File: config.mk
export PLATFORM = sky130hd
export DESIGN_NAME = load_store_unit
export DESIGN_NICKNAME = d
export VERILOG_FILES = /design/src/rtl/load_store_unit.sv
export SDC_FILE = /design/constraint.sdc
export NUM_CORES = 1
export LEC_CHECK = 0
export BUFFER_PORTS_ARGS = -buffer_cell sky130_fd_sc_hd__buf_2
export CAP_MARGIN = 40
export CORE_MARGIN = 10
export CORE_UTILIZATION = 45
export DETAILED_ROUTE_END_ITERATION = 10
export PLACE_DENSITY = 0.78
export SYNTH_ARGS = -nofsm -noshare
export SYNTH_HDL_FRONTEND = slang
export SYNTH_SLANG_ARGS = --single-unit
File: constraint.sdc
create_clock -name clk -period 3.5 [get_ports clk]
set_input_delay 0.35 -clock clk [delete_from_list [all_inputs] [get_ports clk]]
set_output_delay 0.35 -clock clk [all_outputs]
set_load 0.01 [all_outputs]
File: src/rtl/load_store_unit.sv
// RV32I load/store unit: drives a word-only memory port with a ready handshake,
// aligns/extends loads and performs sub-word stores as read-modify-write.
module load_store_unit #(
  parameter int ADDR_BITS     = 32,
  parameter int DATA_BITS     = 32,
  parameter int MEM_ADDR_BITS = 30
) (
  input  logic                     clk,
  input  logic                     rst,
  input  logic                     req_valid,
  input  logic                     req_we,
  input  logic [2:0]               req_funct3,
  input  logic [ADDR_BITS-1:0]     addr,
  input  logic [DATA_BITS-1:0]     wdata,
  output logic                     stall,
  output logic                     resp_valid,
  output logic [DATA_BITS-1:0]     load_data,
  output logic                     exc,
  output logic                     mem_read,
  output logic                     mem_write,
  output logic [MEM_ADDR_BITS-1:0] mem_addr,
  output logic [DATA_BITS-1:0]     mem_wdata,
  input  logic [DATA_BITS-1:0]     mem_rdata,
  input  logic                     mem_ready
);

  localparam logic [2:0] IDLE   = 3'd0;
  localparam logic [2:0] RD     = 3'd1;
  localparam logic [2:0] WR     = 3'd2;
  localparam logic [2:0] RMW_RD = 3'd3;
  localparam logic [2:0] RMW_WR = 3'd4;
  localparam logic [2:0] DONE   = 3'd5;

  logic [2:0]           state, state_nxt;
  logic [2:0]           funct3_p0;
  logic [ADDR_BITS-1:0] addr_p0;
  logic [DATA_BITS-1:0] wdata_p0;
  logic [DATA_BITS-1:0] load_data_p1;
  logic                 illegal, accept, in_access;

  function automatic logic is_illegal(input logic we, input logic [2:0] f3, input logic [1:0] a);
    logic bad_f3, bad_align;
    if (we) bad_f3 = !(f3 == 3'b000 || f3 == 3'b001 || f3 == 3'b010);
    else    bad_f3 = (f3 == 3'b011 || f3 == 3'b110 || f3 == 3'b111);
    bad_align = ((f3[1:0] == 2'b01) && a[0]) || ((f3[1:0] == 2'b10) && (a != 2'b00));
    return bad_f3 || bad_align;
  endfunction

  function automatic logic [DATA_BITS-1:0] extract_load(input logic [2:0] f3, input logic [1:0] lane,
                                                        input logic [DATA_BITS-1:0] word);
    logic signed [7:0]  b;
    logic signed [15:0] h;
    logic [DATA_BITS-1:0] res;
    case (lane)
      2'd0:    b = word[7:0];
      2'd1:    b = word[15:8];
      2'd2:    b = word[23:16];
      default: b = word[31:24];
    endcase
    h = lane[1] ? word[31:16] : word[15:0];
    case (f3)
      3'b000:  res = {{24{b[7]}}, b};
      3'b001:  res = {{16{h[15]}}, h};
      3'b100:  res = {24'd0, b};
      3'b101:  res = {16'd0, h};
      default: res = word;
    endcase
    return res;
  endfunction

  function automatic logic [DATA_BITS-1:0] merge_store(input logic [2:0] f3, input logic [1:0] lane,
                                                       input logic [DATA_BITS-1:0] old_word,
                                                       input logic [15:0] wd);
    logic [DATA_BITS-1:0] res;
    res = old_word;
    if (f3[0]) res[{lane[1], 4'b0000} +: 16] = wd;
    else       res[{lane, 3'b000} +: 8] = wd[7:0];
    return res;
  endfunction

  assign illegal   = is_illegal(req_we, req_funct3, addr[1:0]);
  assign accept    = (state == IDLE) && req_valid && !illegal;
  assign in_access = (state == RD) || (state == WR) || (state == RMW_RD) || (state == RMW_WR);

  assign exc        = (state == IDLE) && req_valid && illegal;
  assign stall      = accept || in_access;
  assign resp_valid = (state == DONE);
  assign mem_read   = (state == RD) || (state == RMW_RD);
  assign mem_write  = (state == WR) || (state == RMW_WR);
  assign mem_addr   = addr_p0[MEM_ADDR_BITS+1:2];
  assign mem_wdata  = wdata_p0;
  assign load_data  = load_data_p1;

  always_comb begin
    state_nxt = state;
    case (state)
      IDLE: if (accept) begin
        if (!req_we)                  state_nxt = RD;
        else if (req_funct3 == 3'b010) state_nxt = WR;
        else                          state_nxt = RMW_RD;
      end
      RD, WR, RMW_WR: if (mem_ready) state_nxt = DONE;
      RMW_RD:         if (mem_ready) state_nxt = RMW_WR;
      default:        state_nxt = IDLE;
    endcase
  end

  // p0: request capture; p1: memory response (load result / merged store word)
  always_ff @(posedge clk or posedge rst) begin
    if (rst) begin
      state        <= IDLE;
      funct3_p0    <= 3'd0;
      addr_p0      <= '0;
      wdata_p0     <= '0;
      load_data_p1 <= '0;
    end else begin
      state <= state_nxt;
      if (accept) begin
        funct3_p0 <= req_funct3;
        addr_p0   <= addr;
        wdata_p0  <= wdata;
      end
      if (state == RD && mem_ready)
        load_data_p1 <= extract_load(funct3_p0, addr_p0[1:0], mem_rdata);
      if (state == RMW_RD && mem_ready)
        wdata_p0 <= merge_store(funct3_p0, addr_p0[1:0], mem_rdata, wdata_p0[15:0]);
    end
  end

endmodule

* After elaboration in Yosys (flattened, before gate mapping)
Index checks and enable logic that the tools add are counted.
** Cells by class
- Shift-type cells :: 4
- Equal/unequal tests :: 20
- Mux-type cells :: 15
- $add $sub $neg :: 2
- Reductions and logical operators :: 29
** Operator list (number)
- one-hot mux 32 bit (4 select lines) :: 1
- two-way mux 32 bit :: 3
- bitwise mux 32 bit :: 2
- variable shift 16 x 7 -> 32 bit, first input constant :: 1
- variable shift 8 x 7 -> 32 bit, first input constant :: 1
- variable part select 16 x 7 -> 32 bit :: 1
- variable part select 8 x 7 -> 32 bit :: 1
- one-hot mux 8 bit (3 select lines) :: 1
- == test 3 bit, second input constant :: 6
- two-way mux 16 bit :: 1
- negator 5 -> 7 bit :: 2
- == test 3 x 2 -> 1 bit, second input constant :: 4
- logical OR 1 bit :: 12
- == test 3 x 1 -> 1 bit, second input constant :: 3
- logical NOT 3 bit :: 3
- two-way mux 3 bit :: 3
- one-hot mux 3 bit (3 select lines) :: 1
- logical AND 1 bit :: 7
- != test 2 bit, second input constant :: 3
- == test 2 x 1 -> 1 bit, second input constant :: 2
- == test 2 bit, second input constant :: 2
- nonzero test 2 bit :: 2
- AND reduction 3 bit :: 1
- OR reduction 3 bit :: 1
- 4 further kinds :: 6
** Word-level totals
- Bits of input ports :: 104
- Output and inout port bits :: 99
- Word-level logic and storage cells :: 75
- Register bits :: 102

* Logic depth before layout (Yosys ltp)
Gate-level depths: netlist of run 1.
- Depth after elaboration :: 10
- Mapped depth :: 10
- Depth with buffers taken out :: 6

* Worst setup path after synthesis of run 1
OpenSTA, ideal clock, no wires.
- Path kind :: register -> register
- Start point :: register addr_p0[1]
- End point :: register load_data_p1[16], in the netlist load_data[16]
- Library setup time :: 121 ps
- Path buffers :: 4
- Data required time :: 3379 ps
- Path slack :: 1067 ps
- Period minus slack after synthesis :: 2433 ps
- Arrival time :: 2312 ps
- Cell stages (with the launch flop) :: 11
- Cells stage by stage :: dfrtp_1 clkbuf_1 buf_2 inv_1 ha_1 clkbuf_1 a22oi_1 a2111oi_4 a311oi_4 buf_6 a21oi_1
** Between the ends
- Word-level cells in the longest chain between the ends :: 3
- Elaborated cells on any way between the ends :: 6
- Those cells by class :: 2 x eq/ne; 3 x mux; 1 x reduce/logical
** RTL lines
- from (decl) :: line 36 : logic [ADDR_BITS-1:0] addr_p0;
- from (signal assigned) :: line 120 : addr_p0 <= addr;
- == test 2 bit (tied with other cells) :: line 54 : case (lane)
- one-hot mux 8 bit (3 select lines) :: line 54
- one-hot mux 32 bit (4 select lines) (*) :: line 61 : case (f3)
- to (signal assigned) :: line 124 : load_data_p1 <= extract_load(funct3_p0, addr_p0[1:0], mem_rdata);
- to (decl) :: line 38 : logic [DATA_BITS-1:0] load_data_p1;
Every way passes the cells marked *; elsewhere a longest branch is shown, timed or not.
A chain may end at the register's enable or synchronous reset.

* Final worst setup path of run 1
- Start point :: register state[2]
- End point :: register load_data_p1[29], in the netlist load_data[29]
** Between the ends
- Word-level cells in the longest chain between the ends :: 2
** RTL lines
- from (decl) :: line 34 : logic [2:0] state, state_nxt;
- from (signal assigned) :: line 117 : state <= state_nxt;
- == test 3 x 1 -> 1 bit :: line 123 : if (state == RD && mem_ready)
- logical AND 1 bit :: line 123
No other way between the ends.

==> results.yml, run 1 <==
clocking:
  cts.sinks: 102
  cts_setup_buffers: 0
  root_buffer: "clkbuf_16"
  clock_latency_ns: 0.36
  cts_buffers: 9
  cts_resized: 0
  clock_path_buffers: 2
  cts_hold_buf: 0
  htreeDepth: 3
  cts.clk_slew.worst_paths_ns: 0.07
  cts_tree: "yes"
final_layout:
  nets: 894
  layout_commonest_cell: "buf_2"
  nFillCells: 1215
  multi_input_area_sq_mm: 0.00273
  seqCellArea_sq_mm: 0.00255
  fin_util: 0.555
  mostFrequentLayoutCells: "203 x buf_2, 152 x nand2_1, 102 x dfrtp_1"
  syn2layout_area_growth_pct: 21.5
  drive_gt1_frac: 0.333
placement:
  dp.final_hpwl_mm: 14.1
  port_buffers: 202
  gp_congestion: 0.933
route:
  wl_mm: 18.6
  via_per_inst: 5.54
  ant_nets: 0
  num_vias: 5329
  drc: 0
  firstDrtPassIters: 6
  drt-initial-drc-count: 476
  post_drt_wl_per_cell_um: 19.3
global_routing:
  first_global_vias: 5384
  grt_max_degree: 45
  antenna_found_initial: 3
  grt_remaining_overflow: 0
  grt_pass1_wl_mm: 29.5
  grtUsageTotal: 0.206
floorplanning:
  initial_core_util: 0.457
  core_sq_mm: 0.0125
  rows: 41
  die_w_um: 133
  die_h_um: 133
  num_io_pins: 203
  die-area_sq_mm: 0.0176
synth:
  muxShareOfSynthArea: 0.0753
  synth_area_leaders: "dfrtp_1 45%, nand2_1 10%, mux2_2 4.7%"
  synth_top_area_cell: "dfrtp_1"
  yosys.area_share.simple: 0.177
  yosys_warnings: 0
  synth_nets: 746
  ys_seq_elements: 102
  synth_ff_type: "dfrtp_1"
  synth_edf_count: 0
  syn_area_sq_mm: 0.00572
  synth-compound-area-share: 0.207
  syn_area_per_cell_sq_um: 8.99
  synth.yosys.seq_area_share: 0.446
  syn-instance-count: 636
  synth.distinct_cells: 48
  synth_fa_ha_area_frac: 0.0131
  async_reset_ff_frac: 1.00
  synth_top_family_by_area: "compound AO/OA/AOI/OAI gates"
  synth_top_area_share: 0.446
  synth-xor-area-share: 0.00153
power:
  power_leakage_nw: 3.45
  ir_drop_mv: 0.329
  power.density_mw_per_mm2: 872
  total_power_mw: 6.06
run_status:
  status: "finished clean"
sta:
  setup-tns-final_ns: 0
  fin_crit_ns: 2.64
  slew_headroom: 0.413
  drv_slew: 0
  fmax_ghz: 0.378
  rsz0062_at_grt: "false"
  whs_ns: 0.0256
  hold_violations: 0
  min_period_over_period: 0.755
  setup_viol: 0
  worstMarginPinSlew_ns: 0.867
  clock_skew_ns: 0.00645
worst_setup_path:
  cp-endpoint: "load_data[29]"
  worstSetupEndpointType: "flip-flop"
  ff2ff_path_depth: 4
  critical_path_class: "flip-flop to flip-flop"
  worstPathArrival_ns: 2.84
  r2r-end: "load_data[29]"
  cp-startpoint: "state[2]"
  r2r_setup_slack_ns: 0.86
  critPathMaxFanout: 26
  startpoint_type: "flip-flop"
  r2r-start: "state[2]"
  worstPathRequired_ns: 3.70
run:
  drv_cap: 0
worst_hold_path:
  hp-class: "primary input to asynchronous set/reset pin"
-- how the worst min path moves through the flow --
stage	from	slack [ns]	to
after floorplan	addr_p0[10]	0.45	addr_p0[10]
after global placement	addr_p0[6]	0.45	addr_p0[6]
after detailed placement	rst	0.42	mem_wdata[29]
after CTS	rst	0.04	mem_wdata[26]
after global routing	rst	0.06	addr_p0[17]
final	rst	0.03	mem_wdata[26]
-- power breakdown --
group,switching (mW),internal (mW)
registers,0.495,1.73
logic,1.61,1.18
clock network,0.476,0.564
total,2.58,3.48
-- synthesized netlist by cell type, types with 2 or more instances --
cell type	number
a211o_1	8
a21oi_1	43
a221o_1	8
a221oi_1	11
a222oi_1	7
a22o_1	16
a22oi_1	8
a31oi_1	17
buf_1	7
buf_2	13
buf_4	30
clkbuf_1	27
dfrtp_1	102
ha_1	6
inv_1	5
mux2_2	24
mux2i_1	16
nand2_1	152
nand2b_1	14
nand3_1	9
nand3b_1	3
nor2_1	37
nor2b_1	3
nor3b_1	2
nor4_1	2
nor4bb_1	2
o21a_1	9
o21ai_0	29
o21bai_1	7
-- area by class of cell --
cell class | count | share of cell area
clock inverter | 7 | 0.0112
sequential | 102 | 0.367
tap | 172 | 0.0310
antenna | 1 | 0.000360
clock buffer | 9 | 0.0324
multi-input combinational | 450 | 0.393
timing repair buffer | 215 | 0.161
inverter | 6 | 0.00360
-- metrics by stage --
| stage | instances | cell area (sq um) | setup slack, ns |
|---|---|---|---|
| 2_1_floorplan | 636 | 5720 | 0.475 |
| 3_3_place_gp | 943 | 6620 | 0.993 |
| 3_5_place_dp | 945 | 6640 | 0.884 |
| 4_1_cts | 961 | 6940 | 0.890 |
| 5_1_grt | 961 | 6940 | 0.592 |
| 6_report | 962 | 6950 | 0.857 |
-- registers in the layout, indices dropped and copies added, names as in the netlist --
name	count
load_data	32
addr_p0	32
funct3_p0	3
mem_wdata	32
state	3
-- cell families after synthesis --
logic type,count (synthesis)
muxes,40
adders and majority gates,6
DFF,102
AOI/OAI and AO/OA,169
xor gates and xnor gates,1
buffers and inverters,84
and+or+nand+nor,234
-- per-layer routing --
| metal | share of wire | wire [um] | global-route usage |
|---|---|---|---|
| met1 | 0.40 | 7410 | 0.256 |
| met2 | 0.47 | 8810 | 0.328 |
| met3 | 0.098 | 1830 | 0.0685 |
| met4 | 0.027 | 507 | 0.0733 |
| met5 | 0.0011 | 21 | 0 |
-- critical path, cell delays in order (launching register included) --
cell	delay (ns)
dfrtp_1	0.51
nand2b_1	0.24
or3b_1	0.74
a311oi_4	0.84
a21oi_1	0.15
No activity file was read; power rests on OpenSTA's default activity.
==> inputs of run 2 (changes only) <==
PLACE_DENSITY = 0.81   (was 0.78)
clock period = 2.29 ns   (was 3.5 ns; I/O delays follow)
==> results.yml, run 2 (synthesized netlist as in run 1, its figures left out) <==
worst_hold_path:
  hp-class: "primary input to flip-flop"
route:
  drc: 0
  firstDrtPassIters: 5
  post_drt_wl_per_cell_um: 19.4
  top_layer: "met5"
  drt-initial-drc-count: 576
  wl_met1_mm: 7.80
  dr_wl_met2_mm: 8.86
  ant_nets: 0
  wl_mm: 19.0
  dr_wl_met3_mm: 1.73
  num_vias: 5453
  via_per_inst: 5.58
worst_setup_path:
  slowest_delay_ns: 0.44
  crit_family: "compound AO/OA/AOI/OAI gates"
  worstSetupEndpointType: "flip-flop"
  worstPathRequired_ns: 2.57
  critical_path_class: "flip-flop to flip-flop"
  startpoint_type: "flip-flop"
  worst-path-buf-inv: 2
  path_cells: "inv_1 -> ha_1 -> a21oi_1 -> a2111oi_4 -> buf_4 -> o21bai_1 -> a22o_1"
  worstPathArrival_ns: 2.40
  slowest_stage: "a2111oi_4"
  critPathMaxFanout: 10
placement:
  place_ws_ns: 0.229
  gp_congestion: 0.922
  dp.final_hpwl_mm: 14.5
  port_buffers: 202
clocking:
  htreeDepth: 3
  root_buffer: "clkbuf_16"
  cts_setup_buffers: 0
  cts.sinks: 102
  cts_resized: 0
  clock_latency_ns: 0.35
  cts_buffers: 9
  cts_tree: "yes"
  clock_path_buffers: 2
  cts.clk_slew.worst_paths_ns: 0.07
  cts_hold_buf: 1
global_routing:
  antenna_found_initial: 2
  first_global_vias: 5586
  grt_remaining_overflow: 0
  grt_pass1_wl_mm: 30.6
  grt_max_degree: 49
  grtUsageTotal: 0.213
sta:
  min_period_over_period: 0.926
  worstMarginPinSlew_ns: 0.702
  setup_viol: 0
  hold_violations: 0
  fin_crit_ns: 2.12
  drv_slew: 0
  whs_ns: 0.0671
  clock_skew_ns: 0.00796
  slew_headroom: 0.531
  rsz0062_at_grt: "false"
  fin_ws_ns: 0.170
  fmax_ghz: 0.472
  setup-tns-final_ns: 0
floorplanning:
  num_io_pins: 203
  core_sq_mm: 0.0125
  die_w_um: 133
  rows: 41
  die_h_um: 133
  die-area_sq_mm: 0.0176
  initial_core_util: 0.457
final_layout:
  nets: 910
  syn2layout_area_growth_pct: 24.4
  drive_gt1_frac: 0.344
  nFillCells: 1162
  mostFrequentLayoutCells: "202 x buf_2, 152 x nand2_1, 102 x dfrtp_1"
  layout_commonest_cell: "buf_2"
run:
  drv_cap: 0
power:
  ir_drop_mv: 0.501
  power_leakage_nw: 3.54
  power.density_mw_per_mm2: 1340
run_status:
  status: "finished clean"
run 2: stage by stage:
step	total power [mW]	std cells	utilization	instance area (sq um)
floorplan	6.35	636	-	5730
global placement	7.72	960	0.541	6780
detailed placement	7.88	960	0.541	6780
CTS	9.56	977	0.568	7110
global route	10.2	978	0.568	7110
finish	9.51	978	0.568	7110
run 2: area by class of cell:
cell class | instances | area [sq um] | share of cell area
multi-input combinational | 450 | 2740 | 0.385
antenna | 1 | 2.50 | 0.000352
sequential | 102 | 2550 | 0.359
tap | 172 | 215 | 0.0303
clock inverter | 4 | 77.6 | 0.0109
timing repair buffer | 231 | 1260 | 0.177
clock buffer | 12 | 246 | 0.0347
inverter | 6 | 26.3 | 0.00369
run 2: final timing paths:
check	from	end	slack, ns	depth (start not counted)
worst max register to register	addr_p0[0]	load_data[9]	0.17	7
worst min-delay path	addr[3]	addr_p0[3]	0.07	3
worst max-delay path	addr_p0[0]	load_data[9]	0.17	7
worst min register to register	addr_p0[14]	addr_p0[14]	0.47	2
min in group asynchronous	rst	addr_p0[16]	0.54	3
max in group asynchronous	rst	addr_p0[30]	1.04	4
run 2: per-layer routing:
layer | GRT usage | vias up
met3 | 0.0693 | 51
li1 | - | 2544
met5 | 0 | -
met1 | 0.265 | 2566
met4 | 0.0892 | 2
met2 | 0.334 | 290
run 2: power breakdown:
group	internal (mW)	leakage [nW]	switching, mW
Sequential	2.66	1.25	0.656
Clock	0.995	0.157	0.666
Combinational	1.93	2.13	2.61
Total	5.58	3.54	3.93
run 2: worst register-to-register path: stages (launching register included):
cell and delay, ns:
dfrtp_1 0.38, inv_1 0.14, ha_1 0.40, a21oi_1 0.20, a2111oi_4 0.44, buf_4 0.23, o21bai_1 0.13, a22o_1 0.15
==> inputs of run 3 (changes only) <==
GPL_TIMING_DRIVEN = 0   (was unset)
==> results.yml, run 3 (synthesized netlist as in run 1, its figures left out) <==
route:
  via_per_inst: 5.38
  num_vias: 5616
  post_drt_wl_per_cell_um: 18.7
  firstDrtPassIters: 5
  drt-initial-drc-count: 673
  drc: 0
  ant_nets: 0
  wl_mm: 19.5
worst_setup_path:
  critical_path_class: "flip-flop to flip-flop"
  ff2ff_path_depth: 10
  slowest_stage: "a311oi_4"
  r2r_setup_slack_ns: 0.11
  path_cells: "buf_6 -> clkinvlp_4 -> ha_1 -> buf_4 -> a21oi_4 -> a2111oi_4 -> buf_4 -> a311oi_4 -> buf_6 -> a21oi_1"
  critPathMaxFanout: 10
  crit_family: "buffers and inverters"
  r2r-end: "load_data[26]"
  worstPathArrival_ns: 2.41
  worst-path-buf-inv: 5
  slowest_delay_ns: 0.39
  r2r-start: "addr_p0[0]"
  worstPathRequired_ns: 2.52
  worstSetupEndpointType: "flip-flop"
  startpoint_type: "flip-flop"
global_routing:
  antenna_found_initial: 1
  grt_max_degree: 39
  grtUsageTotal: 0.215
  first_global_vias: 5631
  grt_remaining_overflow: 0
  grt_pass1_wl_mm: 30.7
power:
  switchingPower_mw: 4.11
  seqPwrFrac: 0.318
  power_leakage_nw: 3.75
  p_int_mw: 6.11
  power.density_mw_per_mm2: 1350
  ir_drop_mv: 0.535
  pwr-share-clk: 0.170
  comb_power_share: 0.513
  switching_share: 0.402
clocking:
  clock_latency_ns: 0.34
  clock_path_buffers: 2
  root_buffer: "clkbuf_16"
  cts.clk_slew.worst_paths_ns: 0.07
  cts.sinks: 102
  htreeDepth: 3
  cts_tree: "yes"
  cts_buffers: 9
run_status:
  status: "finished clean"
floorplanning:
  die_w_um: 133
  initial_core_util: 0.457
  die_h_um: 133
  die-area_sq_mm: 0.0176
  core_sq_mm: 0.0125
  num_io_pins: 203
  rows: 41
sta:
  hold_violations: 0
  fin_crit_ns: 2.18
  rsz0062_at_grt: "false"
  setup_viol: 0
  whs_ns: 0.0667
  worstMarginPinSlew_ns: 0.795
  min_period_over_period: 0.952
  clock_skew_ns: 0.00591
  drv_slew: 0
  slew_headroom: 0.469
  fmax_ghz: 0.459
placement:
  port_buffers: 202
  place_area_sq_mm: 0.00702
  gp_congestion: 0.971
  dp.final_hpwl_mm: 15.2
run:
  drv_cap: 0
final_layout:
  nFillCells: 1139
  drive_gt1_frac: 0.371
  syn2layout_area_growth_pct: 32.2
  mostFrequentLayoutCells: "214 x buf_2, 152 x nand2_1, 102 x dfrtp_1"
  nets: 975
  layout_commonest_cell: "buf_2"
  final_cell_area_sq_mm: 0.00755
worst_hold_path:
  hp-class: "primary input to flip-flop"
  holdPathStages: 3
  worstHoldStart: "addr[23]"
  min_to: "addr_p0[23]"
[run 3: cell types whose count changed in the layout (fill, tap and decap cells not counted), moves of 5 or more]
cell and delta:
buf_4 +17, clkbuf_2 +5, clkbuf_1 +20, buf_2 +12
[run 3: repair_timing]
item / CTS / global route
setup buffers: 6 / 7
hold endpoints to repair: 20 / 0
endpoints found under the setup margin: 64 / 69
pin swaps: 3 / 1
cloned: 0 / 1
gates resized for setup: 10 / 19
hold buffers: 1 / 0
[run 3: how the worst max path moves through the flow]
stage               start       endpoint  slack [ns]  cells past startpoint
4_1_cts        addr_p0[1]  load_data[30]       0.009                     10
6_report       addr_p0[0]  load_data[26]        0.11                     10
5_1_grt          state[0]  load_data[11]       0.003                      5
3_3_place_gp   addr_p0[1]  load_data[18]       -0.44                     10
2_1_floorplan  addr_p0[1]  load_data[16]        0.04                     10
3_5_place_dp   addr_p0[1]  load_data[23]       -0.45                     10
[run 3: power groups by stage]
stage	combinational [mW]	clock, mW	sequential (mW)
floorplan	2.94	0	3.41
global placement	4.79	0	3.24
CTS	5.04	1.77	3.23
detailed placement	4.90	0	3.27
finish	5.24	1.73	3.25
global route	5.74	1.84	3.37
[run 3: cell type report]
type	count	area, sq um	share of cell area
clock buffer	10	229	0.0303
clock inverter	6	110	0.0146
buffer	76	459	0.0608
antenna	1	2.50	0.000331
tap	172	215	0.0285
inverter	6	33.8	0.00447
timing repair buffer	220	1190	0.158
multi-input combinational	450	2760	0.365
sequential	102	2550	0.338
[run 3: per-layer routing]
metal  GRT usage  part of all wire  vias to the layer above
li1            -                 -                     2669
met1       0.282              0.42                     2597
met2       0.329              0.45                      305
met3      0.0587              0.11                       45
met4      0.0831             0.031                        0
met5           0                 0                        -
[run 3: stage by stage]
step | power (mW) | utilization | worst slack [ns] | TNS [ns] | std cells
after floorplan | 6.35 | - | 0.0389 | 0 | 636
after global placement | 8.04 | 0.556 | -0.441 | -20.46 | 1010
after detailed placement | 8.17 | 0.561 | -0.453 | -21.64 | 1013
after CTS | 10.0 | 0.595 | 0.00855 | 0 | 1035
after global routing | 10.9 | 0.604 | 0.00312 | 0 | 1043
final | 10.2 | 0.604 | 0.110 | 0 | 1043
[run 3: worst register-to-register path: stages (launching register included)]
cell,delay [ns]
dfrtp_1,0.37
buf_6,0.12
clkinvlp_4,0.10
ha_1,0.21
buf_4,0.19
a21oi_4,0.17
a2111oi_4,0.08
buf_4,0.17
a311oi_4,0.40
buf_6,0.18
a21oi_1,0.06
